--- src/rtl/rv_ctrl_pkg.sv ---
// rv_ctrl_pkg: shared constants and the decoded control bundle for the
// RV32I(M) pipelined control unit.
//   - opcode, ALU-op, immediate-select, write-back-select and store-width codes
//   - ctrl_t: everything the decoder produces and the ID/EX register holds
//   - alu_base(): funct3 -> ALU op for the OP / OP-IMM families
package rv_ctrl_pkg;

   localparam logic [6:0] OPC_R      = 7'b0110011;
   localparam logic [6:0] OPC_IMM    = 7'b0010011;
   localparam logic [6:0] OPC_LOAD   = 7'b0000011;
   localparam logic [6:0] OPC_STORE  = 7'b0100011;
   localparam logic [6:0] OPC_LUI    = 7'b0110111;
   localparam logic [6:0] OPC_AUIPC  = 7'b0010111;
   localparam logic [6:0] OPC_JAL    = 7'b1101111;
   localparam logic [6:0] OPC_JALR   = 7'b1100111;
   localparam logic [6:0] OPC_BRANCH = 7'b1100011;

   localparam logic [4:0] ALU_ADD   = 5'd0;
   localparam logic [4:0] ALU_SUB   = 5'd1;
   localparam logic [4:0] ALU_XOR   = 5'd2;
   localparam logic [4:0] ALU_OR    = 5'd3;
   localparam logic [4:0] ALU_AND   = 5'd4;
   localparam logic [4:0] ALU_SLL   = 5'd5;
   localparam logic [4:0] ALU_SRL   = 5'd6;
   localparam logic [4:0] ALU_SRA   = 5'd7;
   localparam logic [4:0] ALU_SLTU  = 5'd8;
   localparam logic [4:0] ALU_SLT   = 5'd9;
   localparam logic [4:0] ALU_PASSB = 5'd10;
   localparam logic [4:0] ALU_MUL   = 5'd16;  // MUL..REMU = 16 + funct3

   localparam logic [2:0] IMM_I = 3'd0;
   localparam logic [2:0] IMM_S = 3'd1;
   localparam logic [2:0] IMM_B = 3'd2;
   localparam logic [2:0] IMM_U = 3'd3;
   localparam logic [2:0] IMM_J = 3'd4;
   localparam logic [2:0] IMM_R = 3'd5;

   localparam logic [1:0] WB_MEM = 2'd0;
   localparam logic [1:0] WB_ALU = 2'd1;
   localparam logic [1:0] WB_PC4 = 2'd2;

   localparam logic [1:0] W_SW = 2'd0;
   localparam logic [1:0] W_SH = 2'd1;
   localparam logic [1:0] W_SB = 2'd2;

   typedef struct packed {
      logic [2:0] imm_sel;
      logic       reg_wen;
      logic       br_un;
      logic       a_sel;
      logic       b_sel;
      logic [4:0] alu_sel;
      logic       mem_rw;
      logic       mem_rd;
      logic [1:0] wb_sel;
      logic [2:0] r_sel;
      logic [1:0] w_sel;
      logic [4:0] rd;
      logic       illegal;
      logic       is_jal;   // resolved in EX
      logic       is_jalr;
      logic       is_br;
      logic [2:0] funct3;   // branch condition, only meaningful with is_br
   } ctrl_t;

   // SUB is chosen by the caller (R-type only); sra picks SRA over SRL.
   function automatic logic [4:0] alu_base(input logic [2:0] f3, input logic sra);
      logic [4:0] op;
      case (f3)
         3'b000:  op = ALU_ADD;
         3'b001:  op = ALU_SLL;
         3'b010:  op = ALU_SLT;
         3'b011:  op = ALU_SLTU;
         3'b100:  op = ALU_XOR;
         3'b101:  op = sra ? ALU_SRA : ALU_SRL;
         3'b110:  op = ALU_OR;
         default: op = ALU_AND;
      endcase
      return op;
   endfunction

endpackage

--- src/rtl/rv_ctrl_decode.sv ---
// rv_ctrl_decode: purely combinational RV32I(M) instruction -> control bundle.
//   inst      in  32  instruction word
//   ctrl      out     decoded bundle (all zero except illegal for bad encodings)
//   rs1/rs2   out  5  source register fields for hazard detection
//   uses_rs2  out  1  instruction reads rs2 (R / STORE / BRANCH)
module rv_ctrl_decode
   import rv_ctrl_pkg::*;
#(
   parameter bit EN_MUL = 1'b0
) (
   input  logic [31:0] inst,
   output ctrl_t       ctrl,
   output logic [4:0]  rs1,
   output logic [4:0]  rs2,
   output logic        uses_rs2
);

   logic [6:0] opc;
   logic [2:0] f3;
   logic [6:0] f7;
   logic [4:0] rd;

   assign opc = inst[6:0];
   assign f3  = inst[14:12];
   assign f7  = inst[31:25];
   assign rd  = inst[11:7];
   assign rs1 = inst[19:15];
   assign rs2 = inst[24:20];
   assign uses_rs2 = (opc == OPC_R) || (opc == OPC_STORE) || (opc == OPC_BRANCH);

   // Opcodes are matched on all 7 bits, so inst[1:0] != 2'b11 lands in default.
   always_comb begin
      ctrl = '0;
      case (opc)
         OPC_R: begin
            ctrl.imm_sel = IMM_R;
            ctrl.reg_wen = 1'b1;
            ctrl.wb_sel  = WB_ALU;
            ctrl.rd      = rd;
            if (f7 == 7'b0000000)
               ctrl.alu_sel = alu_base(f3, 1'b0);
            else if (f7 == 7'b0100000 && f3 == 3'b000)
               ctrl.alu_sel = ALU_SUB;
            else if (f7 == 7'b0100000 && f3 == 3'b101)
               ctrl.alu_sel = ALU_SRA;
            else if (f7 == 7'b0000001 && EN_MUL)
               ctrl.alu_sel = ALU_MUL + {2'b00, f3};
            else
               ctrl.illegal = 1'b1;
         end
         OPC_IMM: begin
            ctrl.imm_sel = IMM_I;
            ctrl.b_sel   = 1'b1;
            ctrl.reg_wen = 1'b1;
            ctrl.wb_sel  = WB_ALU;
            ctrl.rd      = rd;
            // funct7 only qualifies the shifts; ADDI never becomes SUB.
            if (f3 == 3'b001)
               ctrl.illegal = (f7 != 7'b0000000);
            else if (f3 == 3'b101)
               ctrl.illegal = (f7 != 7'b0000000) && (f7 != 7'b0100000);
            ctrl.alu_sel = alu_base(f3, f3 == 3'b101 && f7 == 7'b0100000);
         end
         OPC_LOAD: begin
            ctrl.imm_sel = IMM_I;
            ctrl.b_sel   = 1'b1;
            ctrl.reg_wen = 1'b1;
            ctrl.mem_rd  = 1'b1;
            ctrl.wb_sel  = WB_MEM;
            ctrl.r_sel   = f3;
            ctrl.rd      = rd;
            ctrl.illegal = (f3 == 3'd3) || (f3 == 3'd6) || (f3 == 3'd7);
         end
         OPC_STORE: begin
            ctrl.imm_sel = IMM_S;
            ctrl.b_sel   = 1'b1;
            ctrl.mem_rw  = 1'b1;
            case (f3)
               3'd0:    ctrl.w_sel = W_SB;
               3'd1:    ctrl.w_sel = W_SH;
               3'd2:    ctrl.w_sel = W_SW;
               default: ctrl.illegal = 1'b1;
            endcase
         end
         OPC_LUI: begin
            ctrl.imm_sel = IMM_U;
            ctrl.b_sel   = 1'b1;
            ctrl.alu_sel = ALU_PASSB;
            ctrl.reg_wen = 1'b1;
            ctrl.wb_sel  = WB_ALU;
            ctrl.rd      = rd;
         end
         OPC_AUIPC: begin
            ctrl.imm_sel = IMM_U;
            ctrl.a_sel   = 1'b1;
            ctrl.b_sel   = 1'b1;
            ctrl.reg_wen = 1'b1;
            ctrl.wb_sel  = WB_ALU;
            ctrl.rd      = rd;
         end
         OPC_JAL: begin
            ctrl.imm_sel = IMM_J;
            ctrl.a_sel   = 1'b1;
            ctrl.reg_wen = 1'b1;
            ctrl.wb_sel  = WB_PC4;
            ctrl.rd      = rd;
            ctrl.is_jal  = 1'b1;
         end
         OPC_JALR: begin
            ctrl.imm_sel = IMM_I;
            ctrl.reg_wen = 1'b1;
            ctrl.wb_sel  = WB_PC4;
            ctrl.rd      = rd;
            ctrl.is_jalr = 1'b1;
         end
         OPC_BRANCH: begin
            ctrl.imm_sel = IMM_B;
            ctrl.a_sel   = 1'b1;
            ctrl.b_sel   = 1'b1;
            ctrl.br_un   = f3[2] & f3[1];  // BLTU / BGEU
            ctrl.is_br   = 1'b1;
            ctrl.funct3  = f3;
            ctrl.illegal = (f3[2:1] == 2'b01);
         end
         default: ctrl.illegal = 1'b1;
      endcase
      // An illegal instruction must have no architectural side effects.
      if (ctrl.illegal) begin
         ctrl         = '0;
         ctrl.illegal = 1'b1;
      end
      if (rd == 5'd0)
         ctrl.reg_wen = 1'b0;
   end

endmodule

--- src/rtl/rv_ctrl_pipe.sv ---
// rv_ctrl_pipe: ID/EX control register with valid/ready handshake,
// load-use stall and EX-stage branch/jump resolution.
//   clk, rst          clock, asynchronous active-high reset
//   id_valid/id_ready ID-side handshake, id_inst is the instruction word
//   ex_valid/ex_ready EX-side handshake, ex_* the registered control bundle
//   br_eq, br_lt      EX comparator results for the bundle in EX
//   pc_sel            redirect fetch to the branch/jump target
//   flush             wrong-path ID instruction is dropped this cycle
module rv_ctrl_pipe
   import rv_ctrl_pkg::*;
#(
   parameter bit EN_MUL    = 1'b0,
   parameter bit EN_HAZARD = 1'b1
) (
   input  logic        clk,
   input  logic        rst,
   input  logic        id_valid,
   output logic        id_ready,
   input  logic [31:0] id_inst,
   input  logic        ex_ready,
   output logic        ex_valid,
   output logic [2:0]  ex_imm_sel,
   output logic        ex_reg_wen,
   output logic        ex_br_un,
   output logic        ex_a_sel,
   output logic        ex_b_sel,
   output logic [4:0]  ex_alu_sel,
   output logic        ex_mem_rw,
   output logic        ex_mem_rd,
   output logic [1:0]  ex_wb_sel,
   output logic [2:0]  ex_r_sel,
   output logic [1:0]  ex_w_sel,
   output logic [4:0]  ex_rd,
   output logic        ex_illegal,
   input  logic        br_eq,
   input  logic        br_lt,
   output logic        pc_sel,
   output logic        flush
);

   ctrl_t      dec, ex_d, ex_q;
   logic       ex_valid_d, ex_valid_q;
   logic [4:0] id_rs1, id_rs2;
   logic       id_uses_rs2, hazard, ex_fire, br_taken;

   rv_ctrl_decode #(.EN_MUL(EN_MUL)) u_dec (
      .inst     (id_inst),
      .ctrl     (dec),
      .rs1      (id_rs1),
      .rs2      (id_rs2),
      .uses_rs2 (id_uses_rs2)
   );

   always_comb begin
      hazard = EN_HAZARD && ex_valid_q && ex_q.mem_rd && (ex_q.rd != 5'd0) &&
               ((ex_q.rd == id_rs1) || (id_uses_rs2 && ex_q.rd == id_rs2));

      case (ex_q.funct3)
         3'b000:         br_taken = br_eq;
         3'b001:         br_taken = !br_eq;
         3'b100, 3'b110: br_taken = br_lt;
         3'b101, 3'b111: br_taken = !br_lt;
         default:        br_taken = 1'b0;
      endcase

      pc_sel  = ex_valid_q && (ex_q.is_jal || ex_q.is_jalr || (ex_q.is_br && br_taken));
      flush   = pc_sel && ex_ready;
      ex_fire = !ex_valid_q || ex_ready;
      // During a flush ID is "accepted" only so the wrong-path word is dropped.
      id_ready = flush || (ex_fire && !hazard);

      ex_valid_d = ex_valid_q;
      ex_d       = ex_q;
      if (flush) begin
         ex_valid_d = 1'b0;
         ex_d       = '0;
      end else if (ex_fire) begin
         if (id_valid && !hazard) begin
            ex_valid_d = 1'b1;
            ex_d       = dec;
         end else begin
            // Empty ID or load-use bubble.
            ex_valid_d = 1'b0;
            ex_d       = '0;
         end
      end
   end

   always_ff @(posedge clk or posedge rst) begin
      if (rst) begin
         ex_valid_q <= 1'b0;
         ex_q       <= '0;
      end else begin
         ex_valid_q <= ex_valid_d;
         ex_q       <= ex_d;
      end
   end

   assign ex_valid   = ex_valid_q;
   assign ex_imm_sel = ex_q.imm_sel;
   assign ex_reg_wen = ex_q.reg_wen;
   assign ex_br_un   = ex_q.br_un;
   assign ex_a_sel   = ex_q.a_sel;
   assign ex_b_sel   = ex_q.b_sel;
   assign ex_alu_sel = ex_q.alu_sel;
   assign ex_mem_rw  = ex_q.mem_rw;
   assign ex_mem_rd  = ex_q.mem_rd;
   assign ex_wb_sel  = ex_q.wb_sel;
   assign ex_r_sel   = ex_q.r_sel;
   assign ex_w_sel   = ex_q.w_sel;
   assign ex_rd      = ex_q.rd;
   assign ex_illegal = ex_q.illegal;

endmodule

--- config.mk ---
export PLATFORM = sky130hd
export DESIGN_NAME = rv_ctrl_pipe
export DESIGN_NICKNAME = d
export VERILOG_FILES = /design/src/rtl/rv_ctrl_pkg.sv /design/src/rtl/rv_ctrl_decode.sv /design/src/rtl/rv_ctrl_pipe.sv
export SDC_FILE = /design/constraint.sdc
export NUM_CORES = 1
export LEC_CHECK = 0
export ABC_AREA = 1
export CAP_MARGIN = 0
export CORE_AREA = 2 2 91 93
export CTS_CLUSTER_SIZE = 16
export DETAILED_ROUTE_END_ITERATION = 16
export DIE_AREA = 0 0 93 95
export PLACE_DENSITY_LB_ADDON = 0.1
export RECOVER_POWER = 50
export SKIP_LAST_GASP = 1
export SLEW_MARGIN = 10
export SYNTH_ARGS = -nofsm -noshare
export SYNTH_HDL_FRONTEND = slang
export SYNTH_SLANG_ARGS = --single-unit
--- constraint.sdc ---
create_clock -name clk -period 3.25 [get_ports clk]
set_input_delay 0.65 -clock clk [delete_from_list [all_inputs] [get_ports clk]]
set_output_delay 0.65 -clock clk [all_outputs]
set_load 0.05 [all_outputs]
==> metrics, run 1 <==
GPL Wtd Cong=0.866; Worst setup startpoint=id_inst[3]; Int Power=~0.00073 W; Worst Setup End Kind=primary output; count leader, synth=nand2_1; Net Sw Frac=between 20 and 30%; clock latency on the worst-skew pair=0.28 ns; RSZ-0062 raised after global routing=false; CTS resizes=0; Max Clock Freq=between 300 and 400 MHz; crit path launch type=primary input; worst clock skew=~0.0043 ns; Synth top cells by count=nand2_1, nand3_1, dfrtp_1; overall die width=just over 90 um; number of setup buffers added after CTS=0; Reg-to-Reg End=ex_illegal; Placed Cells=~490; Site Rows=33; met3 usage in global routing=approximately 3.1%; Gate power share=15.9%; share of the synthesized area in the top cell type=35.8%; DRC viols=0; Power Density=321 nW/um^2; fraction of power consumed by sequential logic=42.6%; P_sw=about 0.00025 W; status=finished, final reports clean; n_diodes=0; Placed Area=a little under 3000 um^2; met1 Track Usage GR=between 15 and 20%; final instance area=between 3000 and 4000 um^2; dpl hpwl=around 4.7 mm; Hold Buf Count CTS=0; Synth async-reset ratio=100%; Core Footprint=between 7000 and 8000 um^2; wire per inst=approximately 13 um; GR Overflow Total=0; mapped cell area=about 2300 um^2; CTS sink cnt=33; CTS tree=built; post-layout minimum cycle time=between 2 and 3 ns; EDFF count, synth=0; Reg area=around 830 um^2; Max Cap Violations=0; fillers=877; layout cells sized above 1=about a tenth; Setup TNS Final=0 ns; CP Capture Point=id_ready; Vias per Instance=~4.4; R2R depth=9; syn nets=about 380; instance count of the mapped netlist=339; vias in the first global route=about 2100; Syn. warnings=0; CP Class=in -> out; GR Util met2=roughly 24%; Die Footprint=slightly below 9000 um^2; Setup Viol. Count Final=0; share of the clock period used by the worst path=between 80% and 90%; Leak Pwr=1.54 nW; Ports=69; Total Wirelength=roughly 6.2 mm; Clock Tree Buf Depth=2; Slew Viols, Final=0; Synth Flop Type=dfrtp_1; GRT Max-Usage Layer=met2; crit path max fanout=7; # H-tree levels=2; first-pass GRT wire length=10.3 mm; leading area contributor after synthesis=dfrtp_1; CTS buffer count=5; Cell Count, Final, Fillers Out=around 490; Pre-antenna DRT Iters=4; register bit count reported by yosys=33; final hold vios=0; HP Class=reg -> reg; reg2reg setup slack=0.97 ns; Initial Utilization=between 20 and 30%; relative slew slack=29.4%; largest net degree at the start of global routing=36; reg2reg start=ex_rd[1]; GRT Util Overall=between 10 and 15%; Multi-input gate area=1130 um^2; via count=2198; syn avg cell area=just under 7 um^2; area grow syn2layout=31.9%; final net count=between 400 and 500; clock power share=~42%; Critical Path AT=roughly 2.2 ns; CTS Root Cell=clkbuf_8; final core utilization=38.4%; Clock Pin Slew Worst Setup and Hold Paths=~0.070 ns; Post-DRT Antenna Nets=0; library cells used by synthesis=32; Required @ worst endpoint=between 2 and 3 ns; IO Port Bufs=67; worst slew pin tran=approximately 1.1 ns; DR iter-0 viols=77; synth top area cells=dfrtp_1, nand2_1, nand3_1; antenna violations before repair=0; Seq/Total Area, Yosys=35.8%; Worst VDD drop=~0.00013 V; die span in y=between 90 and 100 um
stage by stage:
| stage | hold WS (ns) | setup slack [ns] | power [W] |
|---|---|---|---|
| 6_report | 0.477 | 0.411 | 0.000975 |
| 5_1_grt | 0.507 | 0.0934 | 0.00103 |
| 4_1_cts | 0.485 | 0.432 | 0.000995 |
| 3_5_place_dp | 0.466 | 0.150 | 0.000583 |
| 3_3_place_gp | 0.463 | 0.186 | 0.000584 |
| 2_1_floorplan | 0.449 | 0.656 | 0.000509 |
worst min path at each step:
stage | startpoint | to | cells past startpoint
after floorplan | ex_q[3] | ex_q[3] | 2
after global placement | ex_mem_rw | ex_mem_rw | 2
after detailed placement | ex_q[3] | ex_q[3] | 2
after CTS | ex_q[3] | ex_q[3] | 2
after global routing | ex_a_sel | ex_a_sel | 2
final | ex_wb_sel[0] | ex_wb_sel[0] | 2
registers in the layout, indices dropped and copies added (netlist names), 2 cells and up:
register and count:
ex_w_sel 2, ex_rd 5, ex_alu_sel 4, ex_wb_sel 2, ex_r_sel 3, ex_q 6, ex_imm_sel 3
power by group through the flow:
stage	registers [W]	clock network, W	logic (W)
floorplan	0.000432	0	0.0000778
global placement	0.000424	0	0.000161
detailed placement	0.000423	0	0.000160
CTS	0.000415	0.000419	0.000161
global route	0.000416	0.000435	0.000175
finish	0.000415	0.000405	0.000155
routing by layer:
layer,part of all wire (%),routed length [um]
met4,1.4,89
met2,45,2820
met3,5.5,345
met1,48,2970
met5,0,0
critical path, stage by stage:
cell             delay, ns
clkdlybuf4s50_1       0.46
nor2_1                0.21
nand2_4               0.12
a21oi_1               0.24
nand4_1               0.11
nand2_1               0.11
a31oi_1               0.08
buf_4                 0.19
placed cells by master, fill, tap and decap left out, types with 2 or more instances in the layout:
master           instances
a21oi_1                  3
buf_4                    5
clkbuf_1                 3
clkbuf_8                 6
clkdlybuf4s50_1         49
dfrtp_1                 33
dlygate4sd3_1           15
inv_1                   25
inv_2                   11
nand2_1                119
nand3_1                 41
nand3_2                  3
nand4_1                  2
nor2_1                  26
nor2_2                   7
nor3_1                   7
nor3_2                   2
nor3_4                   2
o211ai_1                 3
o21ai_0                 11
o21ai_1                  2
layout make-up:
class | count | area share, %
Clock inverter | 1 | 0.987
Clock buffer | 7 | 2.84
Tap cell | 105 | 4.32
Multi-Input combinational cell | 240 | 37.1
Inverter | 36 | 4.44
Timing Repair Buffer | 72 | 23.2
Sequential cell | 33 | 27.1
cell families (layout without fill, tap and decap cells):
group                  Yosys count  after routing  synth area share [%]
AO/OA/AOI/OAI                   22             22                  5.37
XOR/XNOR                         2              2                 0.759
buffers and inverters           66            116                  15.3
flip-flops                      33             33                  35.8
other                            1              1                 0.163
AND/OR/NAND/NOR                215            215                  42.6
No activity file was read; power rests on OpenSTA's default activity.
==> inputs of run 2 (changes only) <==
Settings changed: SLEW_MARGIN 10 to 20.
==> run 2 against run 1 <==
Sequential cell count unchanged. Final cell count unchanged. Critical endpoint unchanged. Highest routed layer unchanged. Clock power about the same.
==> metrics, run 2 (synthesized netlist as in run 1, its figures left out) <==
largest net degree at the start of global routing=36; reg2reg setup slack=1.30 ns; PnR worst setup slack=about 0.40 ns; Clock Pin Slew Worst Setup and Hold Paths=0.07 ns; IO Port Bufs=67; final hold vios=0; Power Density=321 nW/um^2; clock latency on the worst-skew pair=0.28 ns; Core Footprint=between 7000 and 8000 um^2; Largest register FFs=6; share of the clock period used by the worst path=between 80 and 90%; GPL Wtd Cong=0.866; GR Overflow Total=0; HP Class=reg -> reg; Die Footprint=approximately 8800 um^2; Int Power=roughly 0.00073 W; CTS Root Cell=clkbuf_8; clock power share=between 40% and 50%; Vias per Instance=approximately 4.5; crit path max fanout=7; DR iter-0 viols=80; Setup TNS Final=0 ns; CTS buffer count=5; fraction of power consumed by sequential logic=a little over two fifths; Reg with most FFs=ex_q; RSZ-0062 raised after global routing=false; Leak Pwr=around 1.5 nW; # H-tree levels=2; post-layout minimum cycle time=approximately 2.9 ns; Slew Viols, Final=0; CP Class=in -> out; Site Rows=33; Post-DRT Antenna Nets=0; worst clock skew=~0.0043 ns; Setup Viol. Count Final=0; dpl hpwl=~4.7 mm; Worst Setup End Kind=primary output; most frequent cells in the layout=nand2_1, clkdlybuf4s50_1, nand3_1; n_diodes=0; Gate power share=about 16%; Hold Buf Count CTS=0; CTS resizes=0; commonest non-fill, non-tap cell in the layout=nand2_1; Max Cap Violations=0; fillers=~880; die span in y=between 90 and 100 um; CTS tree=built; final net count=about 430; Initial Utilization=around 29%; Clock Tree Buf Depth=2; Total Wirelength=approximately 6.2 mm; wire per inst=roughly 13 um; DRC viols=0; CP cell instances=clkdlybuf4s50_1, nor2_1, nand2_4, a21oi_1, nand4_1, nand2_1, a31oi_1, buf_4; crit path launch type=primary input; Place WS=between 0.1 and 0.15 ns; relative slew slack=approximately 45%; antenna violations before repair=0; Pre-antenna DRT Iters=4; GRT Util Overall=between 10 and 15%; via count=2204; layout cells sized above 1=10.5%; status=finished, final reports clean; CTS sink cnt=33; P_sw=0.000250 W; first-pass GRT wire length=around 10 mm; Required @ worst endpoint=around 2.6 ns; Ports=~70; number of setup buffers added after CTS=0; Net Sw Frac=25.6%; Max Clock Freq=approximately 350 MHz; area grow syn2layout=32.1%; overall die width=between 90 and 100 um; Worst VDD drop=0.000133 V; vias in the first global route=between 2000 and 2500; CP max stage cell=clkdlybuf4s50_1; worst slew pin tran=between 0.8 and 0.9 ns; Critical Path AT=2.20 ns; CP max stage delay=0.46 ns
## run 2: path summary, 6_finish.rpt
| path | from | end | depth (start not counted) |
|---|---|---|---|
| max | id_inst[3] | id_ready | 8 |
| min reg2reg | ex_wb_sel[0] | ex_wb_sel[0] | 2 |
| min in group asynchronous | rst | ex_w_sel[1] | 2 |
| max in group asynchronous | rst | ex_wb_sel[0] | 3 |
| max reg2reg | ex_rd[1] | ex_illegal | 9 |
| min | ex_wb_sel[0] | ex_wb_sel[0] | 2 |
## run 2: layout make-up
type	count	area [um^2]	share of cell area, %
inverter	36	135	4.43
tap	105	131	4.31
timing repair buffer	72	706	23.2
clock inverter	1	30.0	0.985
clock buffer	7	86.3	2.83
multi-input combinational	240	1130	37.2
sequential	33	826	27.1
## run 2: critical path: cells and delay by family
family	cells	cell delay (ns)
buffers and inverters	2	0.65
and+or+nand+nor	4	0.56
AOI/OAI and AO/OA	2	0.33
## run 2: through the flow
step	util (%)	area, um^2	hold slack [ns]	total power [W]	cells
after floorplan	-	2310	0.449	0.000509	339
after CTS	38.5	3050	0.485	0.000995	494
after global placement	37.0	2940	0.463	0.000584	486
final	38.4	3050	0.477	0.000978	494
after global routing	38.4	3050	0.507	0.00103	494
after detailed placement	37.0	2940	0.466	0.000583	486
## run 2: routing by layer
| layer | vias to the layer above | GRT usage [%] | routed length, um |
|---|---|---|---|
| met5 | - | 0 | 0 |
| met4 | 0 | 4.29 | 89 |
| met3 | 8 | 3.11 | 339 |
| met2 | 73 | 24.5 | 2830 |
| met1 | 975 | 19.9 | 2980 |
| li1 | 1148 | - | - |
## run 2: power groups by stage
stage                     logic [W]  registers, W  clock network, W
after global routing       0.000175      0.000416          0.000435
after floorplan           0.0000778      0.000432                 0
final                      0.000157      0.000415          0.000406
after CTS                  0.000161      0.000415          0.000419
after global placement     0.000161      0.000424                 0
after detailed placement   0.000160      0.000423                 0
